$ cat src/rtl/synth_pkg.sv
// Shared types and helpers for the audio synthesis datapath.
package synth_pkg;

  typedef logic signed [15:0] sample_t;
  typedef logic        [7:0]  amp_t;

  typedef enum logic [1:0] {
    ST_IDLE,
    ST_REQ,
    ST_WAIT,
    ST_FINISH
  } mixer_state_t;

  localparam int SAMPLE_MAX = 32767;
  localparam int SAMPLE_MIN = -32768;

  localparam int unsigned SAMPLE_W = 16;
  localparam int unsigned AMP_W    = 8;
  localparam int unsigned PROD_W   = SAMPLE_W + AMP_W + 1;
  localparam int unsigned SAT_IN_W = 48;

  // Clamp a wide signed value into the 16-bit sample range.
  function automatic sample_t sat16(input logic signed [SAT_IN_W-1:0] v);
    sample_t r;
    if (v > SAT_IN_W'(SAMPLE_MAX)) begin
      r = 16'(SAMPLE_MAX);
    end else if (v < SAT_IN_W'(SAMPLE_MIN)) begin
      r = 16'(SAMPLE_MIN);
    end else begin
      r = v[SAMPLE_W-1:0];
    end
    return r;
  endfunction

endpackage

$ cat src/rtl/sample_tick_gen.sv
// Free-running divider producing a one-cycle tick every CLK_DIV clocks.
module sample_tick_gen #(
  parameter int unsigned CLK_DIV = 2268
) (
  input  logic clk,
  input  logic rst,
  output logic tick
);

  localparam int unsigned CNT_W = (CLK_DIV > 1) ? $clog2(CLK_DIV) : 1;
  localparam logic [CNT_W-1:0] LAST = CNT_W'(CLK_DIV - 1);

  logic [CNT_W-1:0] cnt_q, cnt_d;
  logic             tick_q, tick_d;

  // Tick is registered against the count it will accompany.
  always_comb begin
    cnt_d  = (cnt_q == LAST) ? '0 : cnt_q + CNT_W'(1);
    tick_d = (cnt_d == LAST);
  end

  always_ff @(posedge clk) begin
    if (rst) begin
      cnt_q  <= '0;
      tick_q <= 1'b0;
    end else begin
      cnt_q  <= cnt_d;
      tick_q <= tick_d;
    end
  end

  assign tick = tick_q;

endmodule

$ cat src/rtl/partial_mixer.sv
// Polls a shared sine source once per partial each sample period, scales by a
// per-partial amplitude, accumulates and emits a saturated 16-bit mix.
module partial_mixer
  import synth_pkg::*;
#(
  parameter int unsigned NUM_PARTIALS = 8,
  parameter int unsigned CLK_DIV      = 2268,
  parameter int unsigned OUT_SHIFT    = 8,
  parameter int unsigned TIMEOUT      = 64
) (
  input  logic                            clk,
  input  logic                            rst,
  input  logic                            amp_wr_en,
  input  logic [$clog2(NUM_PARTIALS)-1:0] amp_wr_idx,
  input  logic [7:0]                      amp_wr_data,
  output logic                            sin_req,
  output logic [$clog2(NUM_PARTIALS)-1:0] sin_idx,
  input  logic signed [15:0]              sin_sample,
  input  logic                            sin_valid,
  output logic signed [15:0]              current_sample,
  output logic                            sample_valid,
  output logic                            busy,
  output logic                            err_overrun,
  output logic                            err_timeout
);

  localparam int unsigned IDX_W = $clog2(NUM_PARTIALS);
  localparam int unsigned ACC_W = PROD_W + IDX_W;
  localparam int unsigned TO_W  = $clog2(TIMEOUT + 1);
  localparam logic [IDX_W-1:0] LAST_IDX = IDX_W'(NUM_PARTIALS - 1);
  localparam logic [TO_W-1:0]  TO_LAST  = TO_W'(TIMEOUT - 1);

  logic tick;

  sample_tick_gen #(
    .CLK_DIV (CLK_DIV)
  ) u_tick (
    .clk  (clk),
    .rst  (rst),
    .tick (tick)
  );

  mixer_state_t              state_q, state_d;
  logic        [IDX_W-1:0]   idx_q, idx_d;
  logic        [TO_W-1:0]    to_cnt_q, to_cnt_d;
  logic signed [ACC_W-1:0]   acc_q, acc_d;
  amp_t                      amp_q [NUM_PARTIALS];
  amp_t                      amp_d [NUM_PARTIALS];
  sample_t                   cur_q, cur_d;
  logic                      sin_req_q, sin_req_d;
  logic                      sv_q, sv_d;
  logic                      busy_q, busy_d;
  logic                      ovr_q, ovr_d;
  logic                      tmo_q, tmo_d;

  logic signed [PROD_W-1:0]  prod;
  logic signed [ACC_W-1:0]   acc_sh;
  logic                      step;

  // Next-state, accumulation and registered-output computation.
  always_comb begin
    state_d  = state_q;
    idx_d    = idx_q;
    to_cnt_d = to_cnt_q;
    acc_d    = acc_q;
    cur_d    = cur_q;
    tmo_d    = tmo_q;
    ovr_d    = ovr_q | (tick & (state_q != ST_IDLE));
    step     = 1'b0;
    amp_d    = amp_q;
    if (amp_wr_en) begin
      amp_d[amp_wr_idx] = amp_wr_data;
    end

    prod = PROD_W'(sin_sample) * PROD_W'($signed({1'b0, amp_q[idx_q]}));

    unique case (state_q)
      ST_IDLE: begin
        if (tick) begin
          acc_d   = '0;
          idx_d   = '0;
          state_d = ST_REQ;
        end
      end
      ST_REQ: begin
        to_cnt_d = '0;
        state_d  = ST_WAIT;
      end
      ST_WAIT: begin
        if (sin_valid) begin
          acc_d = acc_q + ACC_W'(prod);
          step  = 1'b1;
        end else if (to_cnt_q == TO_LAST) begin
          tmo_d = 1'b1;
          step  = 1'b1;
        end else begin
          to_cnt_d = to_cnt_q + TO_W'(1);
        end
      end
      ST_FINISH: begin
        state_d = ST_IDLE;
      end
      default: begin
        state_d = ST_IDLE;
      end
    endcase

    // Either outcome of a partial advances to the next one or closes the frame.
    if (step) begin
      if (idx_q == LAST_IDX) begin
        state_d = ST_FINISH;
      end else begin
        idx_d   = idx_q + IDX_W'(1);
        state_d = ST_REQ;
      end
    end

    acc_sh = acc_d >>> OUT_SHIFT;
    if (state_d == ST_FINISH) begin
      cur_d = sat16(SAT_IN_W'(acc_sh));
    end

    sin_req_d = (state_d == ST_REQ);
    sv_d      = (state_d == ST_FINISH);
    busy_d    = (state_d != ST_IDLE);
  end

  always_ff @(posedge clk) begin
    if (rst) begin
      state_q   <= ST_IDLE;
      idx_q     <= '0;
      to_cnt_q  <= '0;
      acc_q     <= '0;
      amp_q     <= '{default: '0};
      cur_q     <= '0;
      sin_req_q <= 1'b0;
      sv_q      <= 1'b0;
      busy_q    <= 1'b0;
      ovr_q     <= 1'b0;
      tmo_q     <= 1'b0;
    end else begin
      state_q   <= state_d;
      idx_q     <= idx_d;
      to_cnt_q  <= to_cnt_d;
      acc_q     <= acc_d;
      amp_q     <= amp_d;
      cur_q     <= cur_d;
      sin_req_q <= sin_req_d;
      sv_q      <= sv_d;
      busy_q    <= busy_d;
      ovr_q     <= ovr_d;
      tmo_q     <= tmo_d;
    end
  end

  assign sin_req        = sin_req_q;
  assign sin_idx        = idx_q;
  assign current_sample = cur_q;
  assign sample_valid   = sv_q;
  assign busy           = busy_q;
  assign err_overrun    = ovr_q;
  assign err_timeout    = tmo_q;

endmodule

$ cat config.mk
export PLATFORM = sky130hd
export DESIGN_NAME = partial_mixer
export DESIGN_NICKNAME = d
export VERILOG_FILES = /design/src/rtl/synth_pkg.sv /design/src/rtl/sample_tick_gen.sv /design/src/rtl/partial_mixer.sv
export SDC_FILE = /design/constraint.sdc
export NUM_CORES = 1
export LEC_CHECK = 0
export CAP_MARGIN = 20
export CELL_PAD_IN_SITES_DETAIL_PLACEMENT = 1
export CELL_PAD_IN_SITES_GLOBAL_PLACEMENT = 1
export CORE_MARGIN = 3
export CORE_UTILIZATION = 48
export DETAILED_ROUTE_END_ITERATION = 10
export HOLD_SLACK_MARGIN = 0.08
export MAX_ROUTING_LAYER = met4
export PLACE_DENSITY_LB_ADDON = 0.25
export RECOVER_POWER = 100
export SYNTH_ARGS = -nofsm -noshare
export SYNTH_HDL_FRONTEND = slang
export SYNTH_SLANG_ARGS = --single-unit
$ cat constraint.sdc
create_clock -name clk -period 9.3 [get_ports clk]
set_input_delay 1.86 -clock clk [delete_from_list [all_inputs] [get_ports clk]]
set_output_delay 1.86 -clock clk [all_outputs]
set_load 0.02 [all_outputs]
======== After elaboration in Yosys (flattened, before gate mapping) ========
Cells that the tools add are included.
operators by class
  add/sub/neg operators ................... 4
  multiply operators ...................... 1
  divide/modulo/power cells ............... 0
  order comparisons ....................... 5
  eq/ne operators ......................... 13
  shifts and indexed selects .............. 0
  multiplexer cells ....................... 26
  bitwise operators ....................... 5
  reduce and logical (&&, ||, !) cells .... 9
operators with widths
  cell                                                                               count
  64-bit bitwise mux                                                                 1
  28-bit two-way mux                                                                 2
  28-bit one-hot mux with 2 select lines                                             1
  16-bit two-way mux                                                                 2
  28-bit by 25-bit adder with 28-bit output                                          1
  16-bit by 9-bit multiplier with 25-bit output                                      1
  8-bit binary-select mux with 3-bit select                                          1
  8-bit demux with 3-bit select                                                      1
  12-bit == test, second input constant                                              2
  8-bit two-way mux                                                                  3
  20-bit by 16-bit greater-than comparator with 1-bit output, second input constant  1
  20-bit by 16-bit < comparator with 1-bit output, second input constant             1
  7-bit two-way mux                                                                  2
  7-bit one-hot mux with 2 select lines                                              1
  12-bit by 1-bit adder with 12-bit output, second input constant                    1
  12-bit two-way mux                                                                 1
  3-bit two-way mux                                                                  4
  3-bit AND reduction                                                                3
  4-bit >= comparator, second input constant                                         2
  3-bit inverter with 4-bit output                                                   2
  2-bit nonzero test                                                                 4
  7-bit by 1-bit adder with 7-bit output, second input constant                      1
  7-bit by 6-bit == test with 1-bit output, second input constant                    1
  2-bit == test, second input constant                                               3
  other kinds (14)                                                                   21
storage, ports and cells
  register bits ........................... 138
  latch bits .............................. 0
  memory bits (writable) .................. 0
  memory bits (read-only) ................. 0
  bits of input ports ..................... 31
  output and inout port bits .............. 24
  word-level logic and storage cells ...... 84
  memories ................................ 0

======== Depth between registers and ports, before layout ========
  depth after elaboration ................. 11
  gate-level depth with buffers ........... 29
  depth with buffers taken out ............ 25

======== Hierarchy ========
Synthesis repeated with hierarchy kept, for this count alone.
unflattened totals
  cell total of the unflattened synthesis .. 1361
  area total of the unflattened synthesis .. 11855.1 um^2
by module, submodules not included
  module           times used  cells an instance  area each (um^2)
  partial_mixer    1           1279               11138.2
  sample_tick_gen  1           82                 716.9

======== Worst setup path before layout ========
OpenSTA, ideal clock, no wires.
  path type ............................... reg-to-reg
  start ................................... reg idx_q[0] (netlist: sin_idx[0])
  end ..................................... reg cur_q[12] (netlist: current_sample[12])
  data arrival time ....................... 7.496 ns
  data required time ...................... 9.182 ns
  path slack .............................. 1.686 ns
  stages on the path, launching flop included .. 28
  path buffers ............................ 4
  period minus slack after synthesis ...... 7.614 ns
  cells stage by stage .................... dfxtp_1 clkbuf_1 clkbuf_1 mux4_2 mux2i_1 clkbuf_1 nor2b_1 fa_1 inv_1 fa_1 inv_1 fa_1 fa_1 inv_1 fa_1 inv_1 ha_1 a21oi_2 o22ai_1 or4_1 a31oi_2 a21oi_1 nor4b_2 a221oi_4 a21oi_1 nand2b_4 buf_6 o21ai_1
between the ends
  cells in the longest elaborated chain, start to end .. 11
ends and longest elaborated chain
  what                                                    line                  text
  start: declaration                                      partial_mixer.sv:44   logic [IDX_W-1:0] idx_q, idx_d;
  start signal: assignment                                partial_mixer.sv:143  idx_q <= idx_d;
  3-bit inverter with 4-bit output (not written as such)  partial_mixer.sv:75   prod = PROD_W'(sin_sample) * PROD_W'($signed({1'b0, amp_q[idx_q]}));
  8-bit binary-select mux with 3-bit select               partial_mixer.sv:75
  8-bit two-way mux (not written as such) (2 in series)   partial_mixer.sv:75
  16-bit by 9-bit multiplier with 25-bit output           partial_mixer.sv:75
  28-bit by 25-bit adder with 28-bit output               partial_mixer.sv:91   acc_d = acc_q + ACC_W'(prod);
  28-bit two-way mux                                      partial_mixer.sv:90   if (sin_valid) begin
  28-bit one-hot mux with 2 select lines                  partial_mixer.sv:77   unique case (state_q)
  20-bit by 16-bit < comparator with 1-bit output         synth_pkg.sv:27       end else if (v < SAT_IN_W'(SAMPLE_MIN)) begin
  16-bit two-way mux                                      synth_pkg.sv:27
  16-bit two-way mux                                      synth_pkg.sv:25       if (v > SAT_IN_W'(SAMPLE_MAX)) begin
  end signal: assignment                                  partial_mixer.sv:147  cur_q <= cur_d;
  end: declaration                                        partial_mixer.sv:49   sample_t cur_q, cur_d;
Parallel ways exist; a longest one is shown, timed or not. The select of a mux whose other input is x is not followed.
A chain may end at the register's enable or synchronous reset.

======== Final worst setup path ========
  start ................................... in sin_sample[15]
  end ..................................... reg cur_q[5] (netlist: current_sample[5])
between the ends
  cells in the longest elaborated chain, start to end .. 7
ends and longest elaborated chain
  what                                             line                 text
  start: declaration                               partial_mixer.sv:18  input logic signed [15:0] sin_sample,
  16-bit by 9-bit multiplier with 25-bit output *  partial_mixer.sv:75
  28-bit by 25-bit adder with 28-bit output *      partial_mixer.sv:91
  28-bit two-way mux *                             partial_mixer.sv:90
  28-bit one-hot mux with 2 select lines *         partial_mixer.sv:77
  20-bit by 16-bit < comparator with 1-bit output  synth_pkg.sv:27
  16-bit two-way mux                               synth_pkg.sv:27
  16-bit two-way mux *                             synth_pkg.sv:25
Every way passes the cells marked *; elsewhere a longest branch is shown, timed or not. The select of a mux whose other input is x is not followed.

==> flow_metrics.tcl <==
set metrics [dict create \
    cts_buffers 17 \
    combinationalPowerShare 0.116 \
    drv_cap 2 \
    synth-seq-cells 138 \
    finalPower_mw 1.489 \
    syn-mean-instance-area_um2 8.524 \
    layout_worst_path_cycle_share 0.9116 \
    drt_iter0_drc 389 \
    async_reset_ff_frac 0 \
    reg2reg_depth 24 \
    antenna_found_initial 0 \
    clock_path_buffers 2 \
    dp_hpwl_um 24890 \
    rsz0062_at_grt "no" \
    ys_top_cells_by_count "238 x nand2_1, 203 x inv_1, 138 x dfxtp_1" \
    grt_max_degree 81 \
    cts.sinks 138 \
    wl_um 31540 \
    initial_utilization 0.4981 \
    status "complete, but fails checks" \
    p_int_mw 1.069 \
    fin_cells 1757 \
    synth-edff-count 0 \
    root_buffer "clkbuf_16" \
    dieWidth_um 163.5 \
    die_h_um 163.5 \
    synth_top_cell_by_area "dfxtp_1" \
    grt_pass1_wl_um 53060 \
    yosys-top-cells-area "dfxtp_1 23%, fa_1 22%, nand2_1 7.5%, ha_1 7.3%, inv_1 6.4%" \
    htreeDepth 4 \
    reg2reg_from "sin_idx[0]" \
    grt_util_all_layers 0.2567 \
    die-area_mm2 0.02672 \
    worstSetupEndpointType "register" \
    cts_tree "built" \
    first_global_vias 10640 \
    antenna_cells 0 \
    critPathLaunch "sin_sample[15]" \
    maxSlewViolCount 114 \
    yosys.area_share.simple 0.1980 \
    synthMuxAreaShare 0.04321 \
    first_pass_iters 5 \
    clock_latency_ns 0.44 \
    vias_per_cell 5.500 \
    ys.flop_type "dfxtp_1" \
    drive_above_1_share 0.06050 \
    arrival_ns 8.81 \
    min_path_cells 2 \
    setup_viol 0 \
    power_leakage_nw 5.844 \
    yosysWarnings 0 \
    syn-num-nets 1624 \
    powerDensity_mw_per_mm2 112.6 \
    fin_worst_skew_ns 0.01646 \
    min_period_ns 8.478 \
    start_kind "input port" \
    post_cts_buffers 0 \
    p_switching_mw 0.4203 \
    synthDistinctLibCells 67 \
    tns_ns 0 \
    worst_pin_slew_ns 3.547 \
    peakVddDrop_uv 83.71 \
    post-synth-top-count-cell "nand2_1" \
    synthCells 1396 \
    synthXorXnorAreaFrac 0.02650 \
    rows 56 \
    syn_to_final_growth_pct 11.13 \
    numPortBuffers 54 \
    netlist_area_mm2 0.01190 \
    synth_top_area_frac 0.2322 \
    clk_pin_slew_worst_paths_ns 0.06 \
    r2r-end "current_sample[5]" \
    maxSlewHeadroom -1.365 \
    grt_overflow_total 0 \
    violations "max-capacitance violations, max-slew violations" \
    min-delay-start "amp_q[40]" \
    core_area_mm2 0.02389 \
    path_class "input port to register" \
    fmax_mhz 118.0 \
    utilization 0.5535 \
    fillers 2857 \
    p_seq_frac 0.404 \
    hold_viol 0 \
    drc 0 \
    rrSetupSlack_ns 1.04 \
    switching_share 0.2823 \
    yosysSeqAreaShare 0.2322 \
    drtAntennaViolNets 0 \
    worst-path-max-fanout 12 \
    yosys.area_share.adder 0.2879 \
    cts-hold-fix-buffers 0 \
    vias 9663 \
    io_pins 55 \
    min_to "amp_q[40]" \
    wire_per_inst_um 17.95 \
    pwr-share-clk 0.479 \
    placed_cells 1724 \
    synth_compound_area_frac 0.1268 \
    hold_path_class "register to register" \
    synth_top_family_by_area "adder cells" \
    cts_resized 0 \
    worstPathRequired_ns 9.63 \
    place_congestion 0.9040 \
    nNetsFinal 1653 \
]
-- power by group through the flow --
stage / registers (mW) / clock network (mW) / logic, mW
2_1_floorplan: 0.614 / 0 / 0.119
3_3_place_gp: 0.615 / 0 / 0.167
3_5_place_dp: 0.615 / 0 / 0.174
4_1_cts: 0.602 / 0.726 / 0.177
5_1_grt: 0.603 / 0.747 / 0.196
6_report: 0.602 / 0.714 / 0.173
-- logic make-up (layout without fill, tap and decap cells) --
kind of cell             after synthesis  count (layout)
AO/OA/AOI/OAI                        231             231
flip-flops                           138             138
AND/OR/NAND/NOR                      501             501
buffers and inverters                262             304
XOR/XNOR                              36              36
adder cells (fa/ha/maj)              197             197
multiplexers                          31              31
-- worst max-delay path: stages --
cell and delay [ns]:
dlygate4sd3_1 0.67, nor2b_1 0.34, fa_1 0.50, inv_1 0.19, fa_1 0.46, fa_1 0.52, inv_1 0.05, fa_1 0.50
inv_1 0.05, fa_1 0.50, inv_1 0.04, ha_1 0.39, a21oi_1 0.33, o22ai_1 0.11, or4_1 0.41, a31oi_1 0.30
nand2_1 0.12, xor2_1 0.18, a221oi_4 0.32, a21boi_4 0.51, inv_2 0.15, a311oi_2 0.28
-- how the worst max path moves through the flow --
| stage | to | cells after the start | slack [ns] |
|---|---|---|---|
| 2_1_floorplan | current_sample[12] | 27 | 1.69 |
| 3_3_place_gp | current_sample[14] | 22 | 0.93 |
| 3_5_place_dp | current_sample[4] | 22 | 0.69 |
| 4_1_cts | current_sample[5] | 22 | 1.03 |
| 5_1_grt | current_sample[14] | 22 | 0.32 |
| 6_report | current_sample[5] | 22 | 0.82 |
-- metrics by stage --
step	hold WS, ns	cell area, um2	setup slack, ns
after floorplan	0.4331	11900	1.686
after global placement	0.4388	12680	0.9337
after detailed placement	0.4477	12680	0.6901
after CTS	0.4575	13290	1.026
after global routing	0.4746	13230	0.3175
final	0.4532	13230	0.8221
-- registers in the layout (all words and copies together) (netlist names), 2 cells and up --
signal and cells:
amp_q 64, acc_q 28, current_sample 16, u_tick.cnt_q 12, to_cnt_q 7, sin_idx 3, state_q 2
-- routing by layer --
| layer | vias to the layer above | track usage | wire (um) |
|---|---|---|---|
| met3 | 67 | 0.03677 | 782 |
| met5 | - | - | 0 |
| met1 | 4900 | 0.2775 | 12380 |
| met2 | 150 | 0.4775 | 17340 |
| li1 | 4546 | - | - |
| met4 | 0 | 0.09227 | 1037 |
-- layout by cell type (no fill, tap or decap), types with 5 or more instances in the layout --
cell and n:
nor3_1 9, o21a_1 5, nand2b_1 20, o21ai_0 35
nand2_1 238, dlygate4sd3_1 31, a21oi_1 105, clkbuf_16 17
ha_1 69, a22oi_1 14, and2_1 11, and3_1 9
nor2_1 70, nand4_1 9, nor2b_1 83, a31oi_1 9
mux4_2 16, inv_1 203, clkdlybuf4s50_1 22, o21bai_1 5
xor2_1 18, mux2i_1 12, nand3_1 20, a21o_1 11
o221ai_1 7, xnor2_1 18, fa_1 128, dfxtp_1 138
buf_4 10, nor2_2 10
-- layout make-up --
class	count	area, um2	share of cell area
Multi-Input combinational cell	996	8061	0.6096
Sequential cell	138	2763	0.2089
Inverter	205	769.5	0.05818
Timing Repair Buffer	67	621.8	0.04702
Clock buffer	17	425.4	0.03217
Tap cell	319	399.1	0.03018
Clock inverter	15	185.2	0.01400
Note: power is estimated with default switching activity, not from simulation.
